[src/rtl/multigate_deser8_pkg.sv]
// Shared types and defaults for the multigate_deser8 deserializer.
package multigate_deser8_pkg;

    typedef enum logic {
        ST_IDLE  = 1'b0,
        ST_SHIFT = 1'b1
    } state_t;

    localparam int DEF_WIDTH = 8;
    localparam int DEF_CNT_W = 4;

endpackage

[src/rtl/multigate_deser8_if.sv]
// Serial input and parallel output handshake bundle.
interface multigate_deser8_if #(
    parameter int WIDTH = 8
);
    logic             start;
    logic             ser_in;
    logic             ser_valid;
    logic             out_ready;
    logic [WIDTH-1:0] bus;
    logic             bus_valid;
    logic             busy;
    logic             overrun;

    modport master (
        output start, ser_in, ser_valid, out_ready,
        input  bus, bus_valid, busy, overrun
    );

    modport slave (
        input  start, ser_in, ser_valid, out_ready,
        output bus, bus_valid, busy, overrun
    );
endinterface

[src/rtl/multigate_deser8_bitcnt.sv]
// Bit position counter; flags the final bit slot of a word.
module multigate_deser8_bitcnt #(
    parameter int WIDTH = 8,
    parameter int CNT_W = 4
) (
    input  logic             i_clk,
    input  logic             i_reset,
    input  logic             i_clr,
    input  logic             i_load1,
    input  logic             i_inc,
    output logic [CNT_W-1:0] o_count,
    output logic             o_last
);
    logic [CNT_W-1:0] r_count;

    // a restart beat wins over completion and increment
    always_ff @(posedge i_clk) begin
        if (i_reset) begin
            r_count <= '0;
        end else if (i_load1) begin
            r_count <= CNT_W'(1);
        end else if (i_clr) begin
            r_count <= '0;
        end else if (i_inc) begin
            r_count <= r_count + CNT_W'(1);
        end
    end

    assign o_count = r_count;
    assign o_last  = (r_count == CNT_W'(WIDTH - 1));
endmodule

[src/rtl/multigate_deser8.sv]
// LSB-first serial-to-parallel deserializer with one registered
// output word and a sticky overrun flag.
module multigate_deser8
    import multigate_deser8_pkg::*;
#(
    parameter int WIDTH = DEF_WIDTH,
    parameter int CNT_W = DEF_CNT_W
) (
    input logic               i_clk,
    input logic               i_reset,
    multigate_deser8_if.slave s
);
    if (WIDTH < 2 || WIDTH > 16 || (1 << CNT_W) < WIDTH) begin : g_bad_param
        $error("multigate_deser8: bad WIDTH/CNT_W");
    end

    state_t           r_state;
    logic [WIDTH-1:0] r_shift;
    logic [WIDTH-1:0] r_bus;
    logic             r_bus_valid;
    logic             r_busy;
    logic             r_overrun;

    logic             w_beat;
    logic             w_restart;
    logic             w_done;
    logic             w_inc;
    logic             w_last;
    logic [CNT_W-1:0] w_count;
    logic [CNT_W-1:0] w_idx;
    logic [WIDTH-1:0] w_word;

    assign w_beat    = s.ser_valid & (s.start | (r_state == ST_SHIFT));
    assign w_restart = w_beat & s.start;
    assign w_done    = w_beat & ~s.start & w_last;
    assign w_inc     = w_beat & ~s.start & ~w_last;
    assign w_idx     = s.start ? '0 : w_count;
    assign w_word    = {s.ser_in, r_shift[WIDTH-2:0]};

    multigate_deser8_bitcnt #(
        .WIDTH (WIDTH),
        .CNT_W (CNT_W)
    ) u_bitcnt (
        .i_clk   (i_clk),
        .i_reset (i_reset),
        .i_clr   (w_done),
        .i_load1 (w_restart),
        .i_inc   (w_inc),
        .o_count (w_count),
        .o_last  (w_last)
    );

    always_ff @(posedge i_clk) begin
        if (i_reset) begin
            r_state     <= ST_IDLE;
            r_shift     <= '0;
            r_bus       <= '0;
            r_bus_valid <= 1'b0;
            r_busy      <= 1'b0;
            r_overrun   <= 1'b0;
        end else begin
            if (w_restart) begin
                r_state <= ST_SHIFT;
            end else if (w_done) begin
                r_state <= ST_IDLE;
            end
            r_busy <= w_restart | ((r_state == ST_SHIFT) & ~w_done);

            for (int i = 0; i < WIDTH; i++) begin
                if (w_beat && w_idx == CNT_W'(i)) begin
                    r_shift[i] <= s.ser_in;
                end
            end

            // one word of buffering: a full, unread bus drops the new word
            if (w_done) begin
                if (!r_bus_valid || s.out_ready) begin
                    r_bus       <= w_word;
                    r_bus_valid <= 1'b1;
                end else begin
                    r_overrun <= 1'b1;
                end
            end else if (r_bus_valid && s.out_ready) begin
                r_bus_valid <= 1'b0;
            end
        end
    end

    assign s.bus       = r_bus;
    assign s.bus_valid = r_bus_valid;
    assign s.busy      = r_busy;
    assign s.overrun   = r_overrun;
endmodule

[src/flat_wrapper.sv]
// flat-port wrapper written by rule: the top's interface ports become plain ports
module multigate_deser8_flat import multigate_deser8_pkg::*;
#(
    parameter int WIDTH = DEF_WIDTH,
    parameter int CNT_W = DEF_CNT_W
)
  (i_clk, i_reset, s_start, s_ser_in, s_ser_valid, s_out_ready, s_bus, s_bus_valid, s_busy, s_overrun);
  multigate_deser8_if #(.WIDTH(WIDTH)) s_i ();
  input logic i_clk;
  input logic i_reset;
  input wire logic [$bits(s_i.start)-1:0] s_start;
  input wire logic [$bits(s_i.ser_in)-1:0] s_ser_in;
  input wire logic [$bits(s_i.ser_valid)-1:0] s_ser_valid;
  input wire logic [$bits(s_i.out_ready)-1:0] s_out_ready;
  output wire logic [$bits(s_i.bus)-1:0] s_bus;
  output wire logic [$bits(s_i.bus_valid)-1:0] s_bus_valid;
  output wire logic [$bits(s_i.busy)-1:0] s_busy;
  output wire logic [$bits(s_i.overrun)-1:0] s_overrun;
  assign s_i.start = s_start;
  assign s_i.ser_in = s_ser_in;
  assign s_i.ser_valid = s_ser_valid;
  assign s_i.out_ready = s_out_ready;
  assign s_bus = s_i.bus;
  assign s_bus_valid = s_i.bus_valid;
  assign s_busy = s_i.busy;
  assign s_overrun = s_i.overrun;
  multigate_deser8 #(.WIDTH(WIDTH), .CNT_W(CNT_W)) u_core (.i_clk(i_clk), .i_reset(i_reset), .s(s_i));
endmodule
[config.mk]
export PLATFORM = sky130hd
export DESIGN_NAME = multigate_deser8_flat
export DESIGN_NICKNAME = d
export VERILOG_FILES = /design/src/rtl/multigate_deser8_pkg.sv /design/src/rtl/multigate_deser8_if.sv /design/src/rtl/multigate_deser8_bitcnt.sv /design/src/rtl/multigate_deser8.sv /design/src/flat_wrapper.sv
export SDC_FILE = /design/constraint.sdc
export NUM_CORES = 1
export LEC_CHECK = 0
export CORE_UTILIZATION = 51
export CTS_CLUSTER_DIAMETER = 200
export DETAILED_ROUTE_END_ITERATION = 7
export MAX_ROUTING_LAYER = met4
export PLACE_DENSITY = 0.86
export SLEW_MARGIN = 20
export SYNTH_ARGS = -nofsm -noshare
export SYNTH_HDL_FRONTEND = slang
export SYNTH_SLANG_ARGS = --single-unit
[constraint.sdc]
create_clock -name i_clk -period 1.8 [get_ports i_clk]
set_input_delay 0.36 -clock i_clk [delete_from_list [all_inputs] [get_ports i_clk]]
set_output_delay 0.36 -clock i_clk [all_outputs]
set_load 0.005 [all_outputs]
Word-level counts from Yosys, hierarchy flattened
Index checks and enable logic that the tools add are counted.

word-level totals
  bits in registers = 23
  input bits = 6
  output and inout bits = 11
  logic and storage cells = 62

cells by class
  add/sub/neg operators = 1
  equal/unequal tests = 8
  muxes and demuxes = 9
  bitwise gates (word level) = 12
  reduce and logical (&&, ||, !) cells = 18

operator list
  cell                 count
  $eq 4x3->1 const B   4
  $eq 4x2->1 const B   2
  $logic_and 1x1->1    8
  $mux 1               8
  $and 1x1->1          6
  $reduce_and 2->1     3
  $add 4x1->4 const B  1
  $eq 4x1->1 const B   1
  $logic_not 4->1      1
  $mux 4               1
  $not 1->1            4
  $reduce_bool 2->1    2
  $reduce_bool 3->1    1
  $reduce_or 3->1      1
  $ne 2x2->1 const B   1
  $or 1x1->1           2
  $logic_not 1->1      1
  $logic_or 1x1->1     1

Depth between registers and ports, before layout
Gate-level depths: netlist (run 1).

  depth after elaboration = 7
  depth in mapped cells = 6

By module
From an unflattened synthesis (run 1), not the netlist that was laid out.

second synthesis, totals
  cell total of the unflattened synthesis = 111
  area total of the unflattened synthesis = 1054.8 µm²

modules (own cells, without submodules)
  module                   instances  cells an instance  area each (µm²)
  multigate_deser8         1          92                 855.8
  multigate_deser8_bitcnt  1          19                 198.9

Worst setup path before layout (run 1)
OpenSTA, ideal clock, no wires.

  kind = register -> register
  from = register u_core.u_bitcnt.r_count[0] (netlist: u_core.u_bitcnt.o_count[0])
  to = register u_core.r_bus[7] (netlist: u_core.s.bus[7])
  arrival time = 1.375 ns
  slack = 0.353 ns
  cell stages (with the launch flop) = 7
  buffers on the path = 2
  period minus slack after synthesis = 1.447 ns
  cells stage by stage = dfxtp_1 ha_1 and4b_1 buf_6 and3_4 buf_6 mux2i_1

between the ends
  cells in the longest elaborated chain, start to end = 3

ends and longest elaborated chain
  item                               RTL line                       source
  from (decl)                        multigate_deser8_bitcnt.sv:14  logic [CNT_W-1:0] r_count;
  from (signal assigned)             multigate_deser8_bitcnt.sv:25  r_count <= r_count + CNT_W'(1);
  $eq 4x3->1                         multigate_deser8_bitcnt.sv:30  assign o_last = (r_count == CNT_W'(WIDTH - 1));
  $and 1x1->1                        multigate_deser8.sv:35         assign w_done = w_beat & ~s.start & w_last;
  $reduce_and 2->1 (no source line)  -
  to (signal assigned)               multigate_deser8.sv:78         r_bus <= w_word;
  to (decl)                          multigate_deser8.sv:19         logic [WIDTH-1:0] r_bus;

Every way passes these cells.
A chain may end at the register's enable or synchronous reset.

Worst setup path in the final report (run 1)
  from = register u_core.u_bitcnt.r_count[0] (netlist: u_core.u_bitcnt.o_count[0])
  to = register u_core.r_bus[5] (netlist: u_core.s.bus[5])

The elaborated chain is that of the path after synthesis.

==> reports/qor.csv, run 1 <==
metric;value;unit
Max Clock Freq;636;MHz
Total GRT Usage;20.7;%
Worst-Margin Slew;0.291;ns
Worst-Skew Late Latency;0.30;ns
largest net degree at the start of global routing;14;
Sink Count;23;
Post-Syn Area per Cell;9.92;sq um
post-synth net total;113;
final hold violation count;0;
WL/cell;12.6;um
nature of the critical path startpoint;flip-flop;
Worst EP required;2.04;ns
sequential area share after synthesis;43.8;%
DR DRC count;0;
number of gates resized after CTS;0;
chip width;47.4;um
antenna violations before repair;0;
PortBufs;16;
most instantiated library cell after synthesis;dfxtp_1;
CTS Hold Buffers Added;0;
htree depth;1;
Area Overhead vs Synth;21.9;%
layout cells sized above 1;12.7;%
number of diodes;0;
first-pass GRT wire length;3170;um
total grt overflow;0;
Tcrit/Tclk final;87.4;%
CP top delay family;simple AND/OR/NAND/NOR gates;
Max VDD drop;0.522;mV
CP Capture Type;flip-flop;
DRT Wirelength;1930;um
Worst Clk Skew;0.00137;ns
Starting Density;54.1;%
vias in the first global route;734;
# fillers;172;
worst path arrival time;1.81;ns
GPL Wtd Cong;0.812;
critical path class;flip-flop to flip-flop;
ys async rst share;0;%
Yosys reg bits;23;
post-CTS setup buffer count;0;
EDFF count, synth;0;
via density per instance;5.56;
Cell Area, Synth;1050;sq um
post-synthesis cell count;106;
footprint of the multi-input gates;539;sq um
area fraction of the dominant cell type after synthesis;43.8;%
clock slew at reported path FFs;0.12;ns
final max-slew violation count;0;
Root Buffer;clkbuf_4;
status;finished clean;
Post-DRT Antenna Nets;0;
DR vias;851;
area leader, netlist;dfxtp_1;
Power Dens Cells;644;nW/um^2
CP peak stage delay;0.51;ns
RSZ-0062 raised after global routing;no;
total CTS buffers;3;
ys flop type;dfxtp_1;
Ys Warns;0;
Unique masters post-synth;32;
I/O Pins;17;
P_leak;0.524;nW
synth cell count leaders;dfxtp_1 (23), nand2b_1 (17), mux2i_1 (15), nor2_1 (5);
Final Setup Violations;0;
CTS tree;done;
initial drt markers;14;
crit path max fanout;9;
storage element area;460;sq um
critical path cell sequence;ha_1 -> and4b_1 -> and3_4 -> mux2i_1;
CP max-delay cell;dfxtp_1;
site row count;16;
Hold Slack;0.484;ns
largest cells by area after synthesis;dfxtp_1 (44%), mux2i_1 (14%), nand2b_1 (10%);
die area;2250;sq um
Final TNS setup;0;ns
worst hold path class;flip-flop to flip-flop;
Final min period;1.57;ns
CTS max path bufs;2;
Max-slew headroom;80.6;%
DP Wirelength;1450;um
Core Area;1940;sq um
Max Cap Viol;0;
die height;47.4;um
Final nets;134;
DRT Pass-1 Iters;4;
WP buf/inv;0;
[tightest hold or removal path, cell delays in order, from the launching register on]
cell,delay (ns)
dfxtp_1,0.33
nand2b_1,0.06
mux2i_1,0.06
[registers in the layout (all words and copies together) (netlist names)]
name	count
u_core.r_shift	7
u_core.s.bus	8
u_core.s.overrun	1
u_core.s.busy	1
u_core.r_state	1
u_core.u_bitcnt.o_count	4
u_core.s.bus_valid	1
[layout make-up]
| class | count | area share (%) |
|---|---|---|
| clock buffer | 3 | 1.76 |
| clock inverter | 1 | 0.391 |
| multi-input combinational | 75 | 42.1 |
| sequential | 23 | 35.9 |
| tap | 27 | 2.64 |
| timing repair buffer | 24 | 17.2 |
[stage by stage]
step	instance area [sq um]	utilization [%]	setup WS, ns	power [mW]	std cells
CTS	1280	66.0	0.237	0.839	153
finish	1280	66.0	0.227	0.825	153
detailed placement	1250	64.6	-0.0359	0.600	149
global route	1280	66.0	0.0906	0.865	153
global placement	1250	64.6	0.0413	0.598	149
floorplan	1050	-	0.353	0.571	106
[final timing paths]
check	from	to	slack [ns]	depth (start not counted)
worst max-delay path	u_core.u_bitcnt.o_count[0]$_SDFFE_PP0P_	u_core.s.bus[5]$_SDFFE_PP0P_	0.23	4
worst min-delay path	u_core.s.bus[7]$_SDFFE_PP0P_	u_core.s.bus[7]$_SDFFE_PP0P_	0.48	2
worst max register to register	u_core.u_bitcnt.o_count[0]$_SDFFE_PP0P_	u_core.s.bus[5]$_SDFFE_PP0P_	0.23	4
worst min register to register	u_core.s.bus[7]$_SDFFE_PP0P_	u_core.s.bus[7]$_SDFFE_PP0P_	0.48	2
[cells by family (layout without fill, tap and decap cells)]
| kind of cell | count (synthesis) | count (layout) | synth area share (%) |
|---|---|---|---|
| AOI/OAI and AO/OA | 14 | 14 | 8.69 |
| adders and majority gates | 1 | 1 | 1.19 |
| buffers and inverters | 8 | 28 | 4.88 |
| DFF | 23 | 23 | 43.8 |
| muxes | 15 | 15 | 14.3 |
| and+or+nand+nor | 45 | 45 | 27.1 |
[where the power goes]
part	total, mW	internal, mW	switching (mW)
Combinational	0.0647	0.0377	0.0271
Clock	0.236	0.0829	0.153
Sequential	0.524	0.516	0.00860
[layout by cell type, fill, tap and decap left out, drive strengths merged, types with 2 or more instances in the layout]
cell,n
clkbuf,3
nor2,5
clkdlybuf4s50,16
nand2,4
a21oi,4
buf,8
a31oi,2
nand3,4
nand4b,3
o21ai,2
nor2b,3
mux2i,15
nand4,2
dfxtp,23
nand2b,18
[layer usage]
layer  up-vias  part of all wire, %  GRT usage (%)  wire length [um]
met5         -                    0              -                 0
met4         0                 0.73           10.3                14
met3         2                  3.6           2.31                69
met2        22                   49           32.3               939
met1       406                   47           26.2               905
li1        421                    -              -                 -
(Power assumes the default switching activity.)
==> run 2, diff against run 1 <==
CTS_CLUSTER_DIAMETER = 50   (was 200)
PLACE_DENSITY = 0.74   (was 0.86)
==> run 2 against run 1 <==
  * Count of clock-buffer cells in the layout stayed put
  * Via count shrank 3.9%
  * Wire length fell by 0.52%
  * Non-clock buffer count fell by 1
  * Flip-flop and latch count unchanged
  * Register-to-register slack worse by 0.02 ns
  * Cell count shrank 0.65%
  * Clock power grew 3%
  * Critical endpoint is now u_core.s.bus[6]$_SDFFE_PP0P_
  * Highest routed layer unchanged
==> reports/qor.csv, run 2 (same netlist as run 1, synthesis figures left out) <==
metric;value;unit
Worst R2R Path Depth;4;
Sink Count;23;
CP Capture Type;flip-flop;
most common cell after layout, fill and taps aside;dfxtp_1;
initial drt markers;19;
dpl cells;148;
Final Setup Violations;0;
footprint of the multi-input gates;539;sq um
vias in the first global route;686;
Overall Power;0.834;mW
post-place setup slack;-0.00439;ns
WL/cell;12.6;um
DRT Wirelength;1920;um
crit path max fanout;8;
CTS Hold Buffers Added;0;
Worst-Skew Late Latency;0.32;ns
Final min period;1.60;ns
Final Worst Setup Slack;0.204;ns
Worst R2R End;u_core.s.bus[6]$_SDFFE_PP0P_;
worst hold path class;flip-flop to flip-flop;
hold depth;2;
Hold Startpoint;u_core.s.overrun$_SDFFE_PP0P_;
status;finished clean;
number of diodes;0;
first-pass GRT wire length;3100;um
site row count;16;
DP Wirelength;1360;um
Total GRT Usage;20.8;%
Max VDD drop;0.452;mV
die area;2250;sq um
antenna violations before repair;0;
number of gates resized after CTS;0;
reg-to-reg setup timing slack;0.20;ns
Core Area;1940;sq um
storage element area;460;sq um
critical path class;flip-flop to flip-flop;
Max Clock Freq;626;MHz
P_leak;0.519;nW
post-CTS setup buffer count;0;
Post-DRT Antenna Nets;0;
layout cells sized above 1;12.0;%
CP max-delay cell;dfxtp_1;
chip width;47.4;um
fin cells;152;
Worst EP required;2.01;ns
area post-placement;1250;sq um
Tcrit/Tclk final;88.7;%
clock slew at reported path FFs;0.13;ns
PortBufs;16;
via density per instance;5.38;
Root Buffer;clkbuf_4;
worst path arrival time;1.81;ns
max reg flops;8;
Area Overhead vs Synth;21.2;%
# fillers;179;
Hold Slack;0.485;ns
worst hold endpoint;u_core.s.overrun$_SDFFE_PP0P_;
Worst-Margin Slew;0.366;ns
die height;47.4;um
GPL Wtd Cong;0.799;
largest net degree at the start of global routing;16;
critical path cell sequence;ha_1 -> and4b_1 -> nand3_1 -> mux2i_1;
I/O Pins;17;
nature of the critical path startpoint;flip-flop;
DR vias;818;
Power Dens Cells;655;nW/um^2
Worst Clk Skew;0.00231;ns
Max Cap Viol;0;
CP peak stage delay;0.48;ns
CTS tree;done;
Starting Density;54.1;%
most frequent cells in the layout;dfxtp_1 (23), nand2b_1 (17), clkdlybuf4s50_1 (16);
final max-slew violation count;0;
htree depth;1;
total grt overflow;0;
DRT Pass-1 Iters;6;
Final nets;133;
CTS max path bufs;2;
total CTS buffers;3;
design area;1270;sq um
Max-slew headroom;75.5;%
Reg-to-Reg Start;u_core.u_bitcnt.o_count[1]$_SDFFE_PP0P_;
RSZ-0062 raised after global routing;no;
final hold violation count;0;
DR DRC count;0;
run 2: changes by cell type in the layout (fill, tap and decap cells not counted), sizes merged:
| cell | before | now |
|---|---|---|
| buf | 8 | 7 |
run 2: power by group:
group | leakage, nW | switching (mW) | internal [mW]
sequential | 0.186 | 0.00580 | 0.516
clock | 0.0177 | 0.160 | 0.0832
combinational | 0.315 | 0.0307 | 0.0387
run 2: cell type report:
class,count,share of cell area (%)
clock buffers,3,1.77
well taps,27,2.65
multi-input cells,75,42.3
repair buffers,23,16.7
clock inverters,1,0.393
flip-flops and latches,23,36.1
run 2: worst max-delay path by stage:
stage	start	endpoint	cells after the start	slack, ns
2_1_floorplan	u_core.u_bitcnt.o_count[0]$_SDFFE_PP0P_	u_core.s.bus[7]$_SDFFE_PP0P_	6	0.35
3_3_place_gp	s_ser_valid	u_core.s.bus[1]$_SDFFE_PP0P_	4	0.03
3_5_place_dp	s_start	u_core.u_bitcnt.o_count[3]$_SDFFE_PP0P_	4	-0.004
4_1_cts	u_core.s.bus_valid$_SDFFE_PP0P_	s_bus_valid	1	0.24
5_1_grt	u_core.u_bitcnt.o_count[1]$_SDFFE_PP0P_	u_core.s.bus[2]$_SDFFE_PP0P_	4	0.15
6_report	u_core.u_bitcnt.o_count[1]$_SDFFE_PP0P_	u_core.s.bus[6]$_SDFFE_PP0P_	4	0.20
run 2: routing by layer:
metal	up-vias	global-route usage [%]	share of wire, %
li1	418	-	-
met1	376	27.1	49
met2	20	30.7	47
met3	4	2.31	3.4
met4	0	12.6	1.1
met5	-	-	0
run 2: through the flow:
stage          TNS [ns]  util, %
2_1_floorplan         0        -
3_3_place_gp          0     64.2
3_5_place_dp   -0.00439     64.2
4_1_cts               0     65.6
5_1_grt               0     65.6
6_report              0     65.6
run 2: critical path, delay by kind of cell, from the launching register on:
family                   cells  cell delay (ns)
multiplexers                 1             0.19
flip-flops                   1             0.48
adder cells (fa/ha/maj)      1             0.26
AND/OR/NAND/NOR              2             0.55
==> run 3, diff against run 2 <==
SKIP_CTS_REPAIR_TIMING = 1   (was unset)
==> results of run 3 <==
Final layout, timing and power as in run 2 (identical DEF).
